**src/rtl/arbiter_wrr.sv**
```systemverilog
// Weighted round-robin arbiter: one-hot registered grant, 1-cycle latency.
// Owner keeps the grant for up to w_eff non-stalled cycles; stall freezes a live grant.
module arbiter_wrr #(
  parameter int VECTOR_IN = 8,
  parameter int WEIGHT_W  = 4
) (
  input  logic                          clk,
  input  logic                          reset,
  input  logic                          stall,
  input  logic [VECTOR_IN-1:0]          request_vector,
  input  logic [VECTOR_IN*WEIGHT_W-1:0] weight,
  output logic [VECTOR_IN-1:0]          grant,
  output logic                          grant_valid,
  output logic [$clog2(VECTOR_IN)-1:0]  grant_idx
);

  localparam int IW = $clog2(VECTOR_IN);

  typedef enum logic [1:0] {HOLD_STALL, HOLD_WEIGHT, ARBITRATE} mode_t;

  mode_t                mode;
  logic [IW-1:0]        last_owner;
  logic [IW-1:0]        last_owner_nx;
  logic [IW-1:0]        grant_idx_nx;
  logic [IW-1:0]        winner;
  logic [WEIGHT_W-1:0]  cnt;
  logic [WEIGHT_W-1:0]  cnt_nx;
  logic [WEIGHT_W-1:0]  owner_w;
  logic [WEIGHT_W-1:0]  owner_weff;
  logic [VECTOR_IN-1:0] grant_nx;
  logic                 any_req;

  // Weight is read live, so a change applies at the very next hold comparison.
  always_comb begin
    owner_w    = weight[grant_idx*WEIGHT_W +: WEIGHT_W];
    owner_weff = (owner_w == '0) ? WEIGHT_W'(1) : owner_w;
  end

  // First loop yields the lowest requester overall; the second overrides it with
  // the lowest requester above last_owner when one exists.
  always_comb begin
    winner  = '0;
    any_req = |request_vector;
    for (int i = VECTOR_IN - 1; i >= 0; i--) begin
      if (request_vector[i]) winner = IW'(i);
    end
    for (int i = VECTOR_IN - 1; i >= 0; i--) begin
      if (request_vector[i] && (IW'(i) > last_owner)) winner = IW'(i);
    end
  end

  always_comb begin
    mode = ARBITRATE;
    if (stall && grant_valid)
      mode = HOLD_STALL;
    else if (grant_valid && request_vector[grant_idx] && (cnt < owner_weff))
      mode = HOLD_WEIGHT;
  end

  always_comb begin
    grant_nx      = grant;
    grant_idx_nx  = grant_idx;
    last_owner_nx = last_owner;
    cnt_nx        = cnt;
    case (mode)
      HOLD_STALL: ;
      HOLD_WEIGHT: cnt_nx = cnt + WEIGHT_W'(1);
      default: begin
        if (any_req) begin
          grant_nx         = '0;
          grant_nx[winner] = 1'b1;
          grant_idx_nx     = winner;
          last_owner_nx    = winner;
          cnt_nx           = WEIGHT_W'(1);
        end else begin
          grant_nx     = '0;
          grant_idx_nx = '0;
          cnt_nx       = '0;
        end
      end
    endcase
  end

  always_ff @(posedge clk or negedge reset) begin
    if (!reset) begin
      grant       <= '0;
      grant_valid <= 1'b0;
      grant_idx   <= '0;
      cnt         <= '0;
      last_owner  <= IW'(VECTOR_IN - 1);
    end else begin
      grant       <= grant_nx;
      grant_valid <= |grant_nx;
      grant_idx   <= grant_idx_nx;
      cnt         <= cnt_nx;
      last_owner  <= last_owner_nx;
    end
  end

endmodule

```
**config.mk**
```make
export PLATFORM = sky130hd
export DESIGN_NAME = arbiter_wrr
export DESIGN_NICKNAME = d
export VERILOG_FILES = /design/src/rtl/arbiter_wrr.sv
export SDC_FILE = /design/constraint.sdc
export NUM_CORES = 1
export LEC_CHECK = 0
export ABC_AREA = 1
export CAP_MARGIN = 0
export CORE_UTILIZATION = 51
export CTS_CLUSTER_SIZE = 40
export DETAILED_ROUTE_END_ITERATION = 16
export PLACE_DENSITY = 0.87
export SLEW_MARGIN = 5
export SYNTH_ARGS = -nofsm -noshare
export SYNTH_HDL_FRONTEND = slang
export SYNTH_SLANG_ARGS = --single-unit
```
**constraint.sdc**
```tcl
create_clock -name clk -period 7.23 [get_ports clk]
set_clock_uncertainty 0.05 [all_clocks]
set_input_delay 1.8075 -clock clk [delete_from_list [all_inputs] [get_ports clk]]
set_output_delay 1.8075 -clock clk [all_outputs]
set_load 0.005 [all_outputs]
```
==> reports/metrics.csv, run 1 <==
metric,value,unit
p_per_area,362,mW/mm^2
initialDrtViolationCount,53,
ir_worst_vdd,233,uV
hp-start,last_owner[0]$_DFFE_PN1P_,
crit_path_end_kind,register,
drive_gt1_share,12.8,%
hold_viol,0,
cts_buffers,3,
switchingPower,432,uW
p_seq_share,26.4,%
routedWlPerCell,11.4,um
synth_common_cells,"nand2_1, inv_1, nand3_1",
cap_viol_max_count,0,
ys_seq_elements,19,
antenna_found_initial,0,
internal_power,405,uW
ant_nets,0,
min_path_type,reg2reg,
cp_slowest_cell,clkdlybuf4s50_1,
max_freq,256,MHz
finalWirelength,4260,um
reg2reg_to,grant_valid$_DFF_PN0_,
vias_per_cell,4.91,
die_h,60.6,um
cts_resized,0,
worstSetupPathType,in2reg,
whs,0.436,ns
rows,20,
drc,0,
clock_latency,0.29,ns
synth_edf_count,0,
place.port_buffers,54,
ys_types,31,
worstMarginPinSlew,0.899,ns
path_buf_inv,1,
synth_seq_area_share,27.3,%
critPathMaxStageDelay,0.45,ns
outcome,completed,
overflow,0,
required,7.38,ns
syn_area_per_cell,6.33,um^2
crit_top_cell,nand2_1,
clk_pin_slew,0.10,ns
synth_area_leaders,"dfrtp_1, nand2_1, inv_1",
cts_root_buffer,clkbuf_4,
cp_max_fo,10,
p_leak,0.00123,uW
wl_met2,2130,um
cts_hold_buf,0,
post-route-period-util,54.0,%
power,837,uW
cts_tree,built,
synth-async-reset-ratio,100,%
grt_pass1_vias,1719,
die_x,60.6,um
final_nets,377,
htree_levels,1,
syn_to_final_growth,31.8,%
wl_met3,202,um
synthesis.nets,324,
yosysTopAreaCellShare,22.8,%
startpoint_type,input port,
critical-path-top-delay-family,simple AND/OR/NAND/NOR gates,
grt_max_degree,27,
grtUsageTotal,26.1,%
io_pins,55,
r2r_slack,4.20,ns
synthCells,277,
p_sw_share,51.7,%
met1_length,1890,um
yosys.cell_count.top_type,nand2_1,
worstPathArrival,4.05,ns
startpoint,weight[7],
relSlewSlack,40.1,%
finalSetupViolations,0,
pwr-share-comb,67.5,%
dr.pass1.iters,4,
place_inst,369,
synthesis.area,0.00175,mm^2
final_max_slew_viol_count,0,
share_clk_of_total_power,6.1,%
crit_chain,clkdlybuf4s50_1 -> nand2_1 -> nand2_1 -> nand2_1 -> nand3_1 -> nand2_2 -> ha_1 -> nand2_1 -> nand2_1 -> nor4_4 -> nand2_4 -> nand2_8 -> nor2_2 -> nor2_2 -> nand2_1 -> nor2_1 -> nand2_1,
start_util,55.6,%
core_area,0.00315,mm^2
hpwlAfterDp,3450,um
fin_setup_tns,0,ns
r2r.worst_path.cells,17,
period_needed,3.90,ns
holdPathEnd,last_owner[0]$_DFFE_PN1P_,
antenna_cells,0,
synth_ff_type,dfrtp_1,
synth_area_leader_cell,dfrtp_1,
ys_warn_count,0,
hold_depth,2,
cts_setup_buffers,0,
grt_pass1_wl,7220,um
rsz0062_at_grt,false,
place_congestion,0.855,
cts_sinks,19,
stdcell_count,373,
timing.rr.start,grant_idx[0]$_DFFE_PN0N_,
vias,1831,
die_area,0.00368,mm^2
clockBufferDepth,2,
path_depth,17,
highest_layer,met4,
## worst max path at each step
| stage | end | slack [ns] |
|---|---|---|
| final | grant_valid$_DFF_PN0_ | 3.33 |
| after global routing | grant_valid$_DFF_PN0_ | 3.17 |
| after global placement | grant_valid$_DFF_PN0_ | 3.09 |
| after floorplan | grant_valid$_DFF_PN0_ | 3.70 |
| after CTS | grant_valid$_DFF_PN0_ | 3.33 |
| after detailed placement | grant_valid$_DFF_PN0_ | 3.01 |
## worst min-delay path, delay by kind of cell, from the launching register on
family           cells  cell delay (ns)
and+or+nand+nor      2             0.10
DFF                  1             0.40
## sequential cells by signal (all words and copies together), names as in the netlist
signal       flops
cnt              4
grant            8
last_owner       3
grant_valid      1
grant_idx        3
## final cells by class
cell class	count	area, um^2
multi-input cells	197	996
fillers	291	841
repair buffers	54	541
flip-flops and latches	19	479
inverters	55	214
well taps	44	55.1
clock buffers	3	22.5
clock inverters	1	5.00
## cells by family after synthesis
kind of cell	count (synthesis)	share of synthesized area (%)
adders and majority gates	4	2.85
xor gates and xnor gates	2	0.999
and+or+nand+nor	160	43.5
DFF	19	27.3
buffers and inverters	61	15.9
AOI/OAI and AO/OA	31	9.42
## layer usage
| layer | GRT usage (%) | vias to the layer above |
|---|---|---|
| met4 | 4.22 | 0 |
| met2 | 47.9 | 38 |
| met1 | 31.5 | 827 |
| li1 | - | 962 |
| met5 | 0 | - |
| met3 | 5.97 | 4 |
## cells in the final DEF, fill, tap and decap left out, drive strengths merged, types with 3 or more instances in the layout
| cell | synthesis | layout |
|---|---|---|
| a21oi | 9 | 9 |
| clkbuf | 1 | 3 |
| clkdlybuf4s50 | 0 | 54 |
| dfrtp | 16 | 16 |
| dfstp | 3 | 3 |
| ha | 4 | 4 |
| inv | 54 | 54 |
| nand2 | 100 | 100 |
| nand3 | 31 | 31 |
| nand4 | 4 | 4 |
| nor2 | 21 | 21 |
| o21ai | 18 | 18 |
## power groups by stage
stage	clock, uW	sequential, uW	combinational, uW
global route	60.0	230	643
floorplan	0	189	466
global placement	0	222	549
finish	51.1	221	565
CTS	53.8	221	569
detailed placement	0	223	567
## metrics by stage
stage / utilization [%] / worst slack, ns / cell area (um^2)
global route: 73.3 / 3.17 / 2310
floorplan: - / 3.70 / 1750
global placement: 72.5 / 3.09 / 2280
CTS: 73.3 / 3.33 / 2310
finish: 73.3 / 3.33 / 2310
detailed placement: 72.5 / 3.01 / 2280
(Power assumes the default switching activity.)
==> run 2, diff against run 1 <==
--- a/config.mk
+++ b/config.mk
@@ -7,10 +7,10 @@
 export LEC_CHECK = 0
 export ABC_AREA = 1
 export CAP_MARGIN = 0
-export CORE_UTILIZATION = 51
+export CORE_UTILIZATION = 42
 export CTS_CLUSTER_SIZE = 40
 export DETAILED_ROUTE_END_ITERATION = 16
-export PLACE_DENSITY = 0.87
+export PLACE_DENSITY = 0.76
 export SLEW_MARGIN = 5
 export SYNTH_ARGS = -nofsm -noshare
 export SYNTH_HDL_FRONTEND = slang
==> constraint.sdc (replaced) <==
create_clock -name clk -period 3.5 [get_ports clk]
set_clock_uncertainty 0.05 [all_clocks]
set_input_delay 0.875 -clock clk [delete_from_list [all_inputs] [get_ports clk]]
set_output_delay 0.875 -clock clk [all_outputs]
set_load 0.005 [all_outputs]
==> reports/metrics.csv, run 2 (synthesized netlist as in run 1, its figures left out) <==
metric,value,unit,change
internal_power,897,uW,was 405 uW
finalSetupViolations,0,,unchanged
clock_latency,0.25,ns,was 0.29 ns
cts_setup_buffers,0,,unchanged
relSlewSlack,43.4,%,was 40.1%
cts_tree,built,,unchanged
vias,1879,,was 1831
place.port_buffers,54,,unchanged
r2r_slack,0.87,ns,was 4.20 ns
io_pins,55,,unchanged
path_buf_inv,2,,was 1
place_congestion,0.834,,was 0.855
ant_nets,0,,unchanged
worstMarginPinSlew,0.847,ns,was 0.899 ns
core_area,0.00400,mm^2,was 0.00315 mm^2
critPathMaxStageDelay,0.46,ns,was 0.45 ns
fin_setup_tns,0,ns,unchanged
die_h,66.6,um,was 60.6 um
p_leak,0.00125,uW,was 0.00123 uW
path_depth,17,,unchanged
crit_top_cell,nand2_1,,unchanged
hpwlAfterDp,3400,um,was 3450 um
initialDrtViolationCount,94,,was 53
cts_hold_buf,0,,unchanged
vias_per_cell,4.92,,was 4.91
drive_gt1_share,13.3,%,was 12.8%
htree_levels,1,,unchanged
timing.rr.start,grant_idx[0]$_DFFE_PN0N_,,unchanged
grtUsageTotal,21.5,%,was 26.1%
pwr-share-comb,69.8,%,was 67.5%
final_nets,380,,was 377
switchingPower,903,uW,was 432 uW
hp-start,last_owner[0]$_DFFE_PN1P_,,unchanged
holdPathEnd,last_owner[0]$_DFFE_PN1P_,,unchanged
antenna_cells,0,,unchanged
final_max_slew_viol_count,0,,unchanged
worstSetupPathType,in2reg,,unchanged
startpoint_type,input port,,unchanged
design_area,0.00236,mm^2,was 0.00231 mm^2
outcome,completed,,unchanged
cts_buffers,3,,unchanged
reg2reg_to,grant_valid$_DFF_PN0_,,unchanged
die_x,66.6,um,was 60.6 um
die_area,0.00444,mm^2,was 0.00368 mm^2
rows,23,,was 20
antenna_found_initial,0,,unchanged
worstPathArrival,3.10,ns,was 4.05 ns
cts_resized,0,,unchanged
period_needed,3.01,ns,
finalWirelength,4330,um,was 4260 um
postLayoutSetupSlackWorst,0.493,ns,was 3.33 ns
placed_area,0.00231,mm^2,was 0.00228 mm^2
clk_pin_slew,0.07,ns,was 0.10 ns
share_clk_of_total_power,8.5,%,was 6.1%
p_seq_share,21.7,%,was 26.4%
hold_depth,2,,unchanged
overflow,0,,unchanged
rsz0062_at_grt,false,,unchanged
grt_max_degree,20,,was 27
grt_pass1_wl,7420,um,was 7220 um
cts_root_buffer,clkbuf_8,,was clkbuf_4
crit_path_end_kind,register,,unchanged
p_per_area,763,mW/mm^2,was 362 mW/mm^2
final_cell_mix,"nand2_1, clkdlybuf4s50_1, inv_1, nand3_1, nand2_2",,unchanged
max_freq,333,MHz,
dr.pass1.iters,6,,was 4
final_common_cell,nand2_1,,unchanged
clockBufferDepth,2,,unchanged
routedWlPerCell,11.3,um,was 11.4 um
r2r.worst_path.cells,18,,was 17
pre_cts_ws,0.190,ns,was 3.01 ns
grt_pass1_vias,1743,,was 1719
syn_to_final_growth,34.5,%,was 31.8%
cp_slowest_cell,clkdlybuf4s50_1,,unchanged
crit_chain,clkdlybuf4s50_1 -> inv_1 -> nand2_2 -> nand3_2 -> nand3_1 -> nand2_2 -> ha_1 -> nand2_1 -> nand2_1 -> nor4_4 -> nand2_4 -> nand2_8 -> nor2_2 -> nor2_2 -> nand2_1 -> nor2_1 -> nand2_1,,was clkdlybuf4s50_1 -> nand2_1 -> nand2_1 -> nand2_1 -> nand3_1 -> nand2_2 -> ha_1 -> nand2_1 -> nand2_1 -> nor4_4 -> nand2_4 -> nand2_8 -> nor2_2 -> nor2_2 -> nand2_1 -> nor2_1 -> nand2_1
cap_viol_max_count,0,,unchanged
reg_top3,"grant: 8 flops, cnt: 4 flops",,unchanged
critical-path-top-delay-family,simple AND/OR/NAND/NOR gates,,unchanged
cp_max_fo,10,,unchanged
drc,0,,unchanged
hold_viol,0,,unchanged
min_path_type,reg2reg,,unchanged
ir_worst_vdd,455,uV,was 233 uV
p_sw_share,50.2,%,was 51.7%
cts_sinks,19,,unchanged
required,3.60,ns,was 7.38 ns
start_util,43.9,%,was 55.6%
largest_reg_flops,8,,unchanged
post-route-period-util,85.9,%,
largest-register,grant,,unchanged
## run 2: metrics by stage
stage / util [%] / std cells / total power, uW / hold WS, ns
2_1_floorplan: - / 277 / 1350 / 0.400
5_1_grt: 59.0 / 382 / 2020 / 0.459
6_report: 59.0 / 382 / 1800 / 0.432
4_1_cts: 59.0 / 382 / 1810 / 0.434
3_5_place_dp: 57.9 / 378 / 1660 / 0.425
3_3_place_gp: 57.9 / 378 / 1630 / 0.425
## run 2: worst max path at each step
| stage | slack, ns | from | endpoint |
|---|---|---|---|
| 3_5_place_dp | 0.19 | weight[31] | grant_valid$_DFF_PN0_ |
| 2_1_floorplan | 0.91 | weight[15] | grant_valid$_DFF_PN0_ |
| 5_1_grt | 0.26 | weight[15] | grant_valid$_DFF_PN0_ |
| 3_3_place_gp | 0.25 | weight[15] | grant_valid$_DFF_PN0_ |
| 6_report | 0.49 | weight[11] | grant_valid$_DFF_PN0_ |
| 4_1_cts | 0.46 | weight[11] | grant_valid$_DFF_PN0_ |
## run 2: power by group through the flow
stage / Combinational (uW) / Clock [uW] / Sequential [uW]
2_1_floorplan: 962 / 0 / 390
4_1_cts: 1270 / 154 / 393
3_5_place_dp: 1260 / 0 / 396
5_1_grt: 1450 / 166 / 402
6_report: 1260 / 152 / 391
3_3_place_gp: 1230 / 0 / 396
## run 2: metal layers
metal,share of wire [%],GRT usage (%),vias up,wire length (um)
met4,0.85,5.32,0,37
met5,0,0,-,0
met2,48,38.6,55,2100
met1,45,27.1,852,1950
met3,5.6,2.05,5,241
li1,-,-,967,-
## run 2: worst min-delay path, delay by kind of cell (launching register included)
family / cells / cell delay, ns
flip-flops: 1 / 0.38
AND/OR/NAND/NOR: 2 / 0.10
## run 2: layout make-up
type | instances | area, um^2
Fill cell | 405 | 1640
Multi-Input combinational cell | 197 | 996
Timing Repair Buffer | 57 | 563
Sequential cell | 19 | 479
Inverter | 55 | 214
Tap cell | 50 | 62.6
Clock buffer | 4 | 45.0
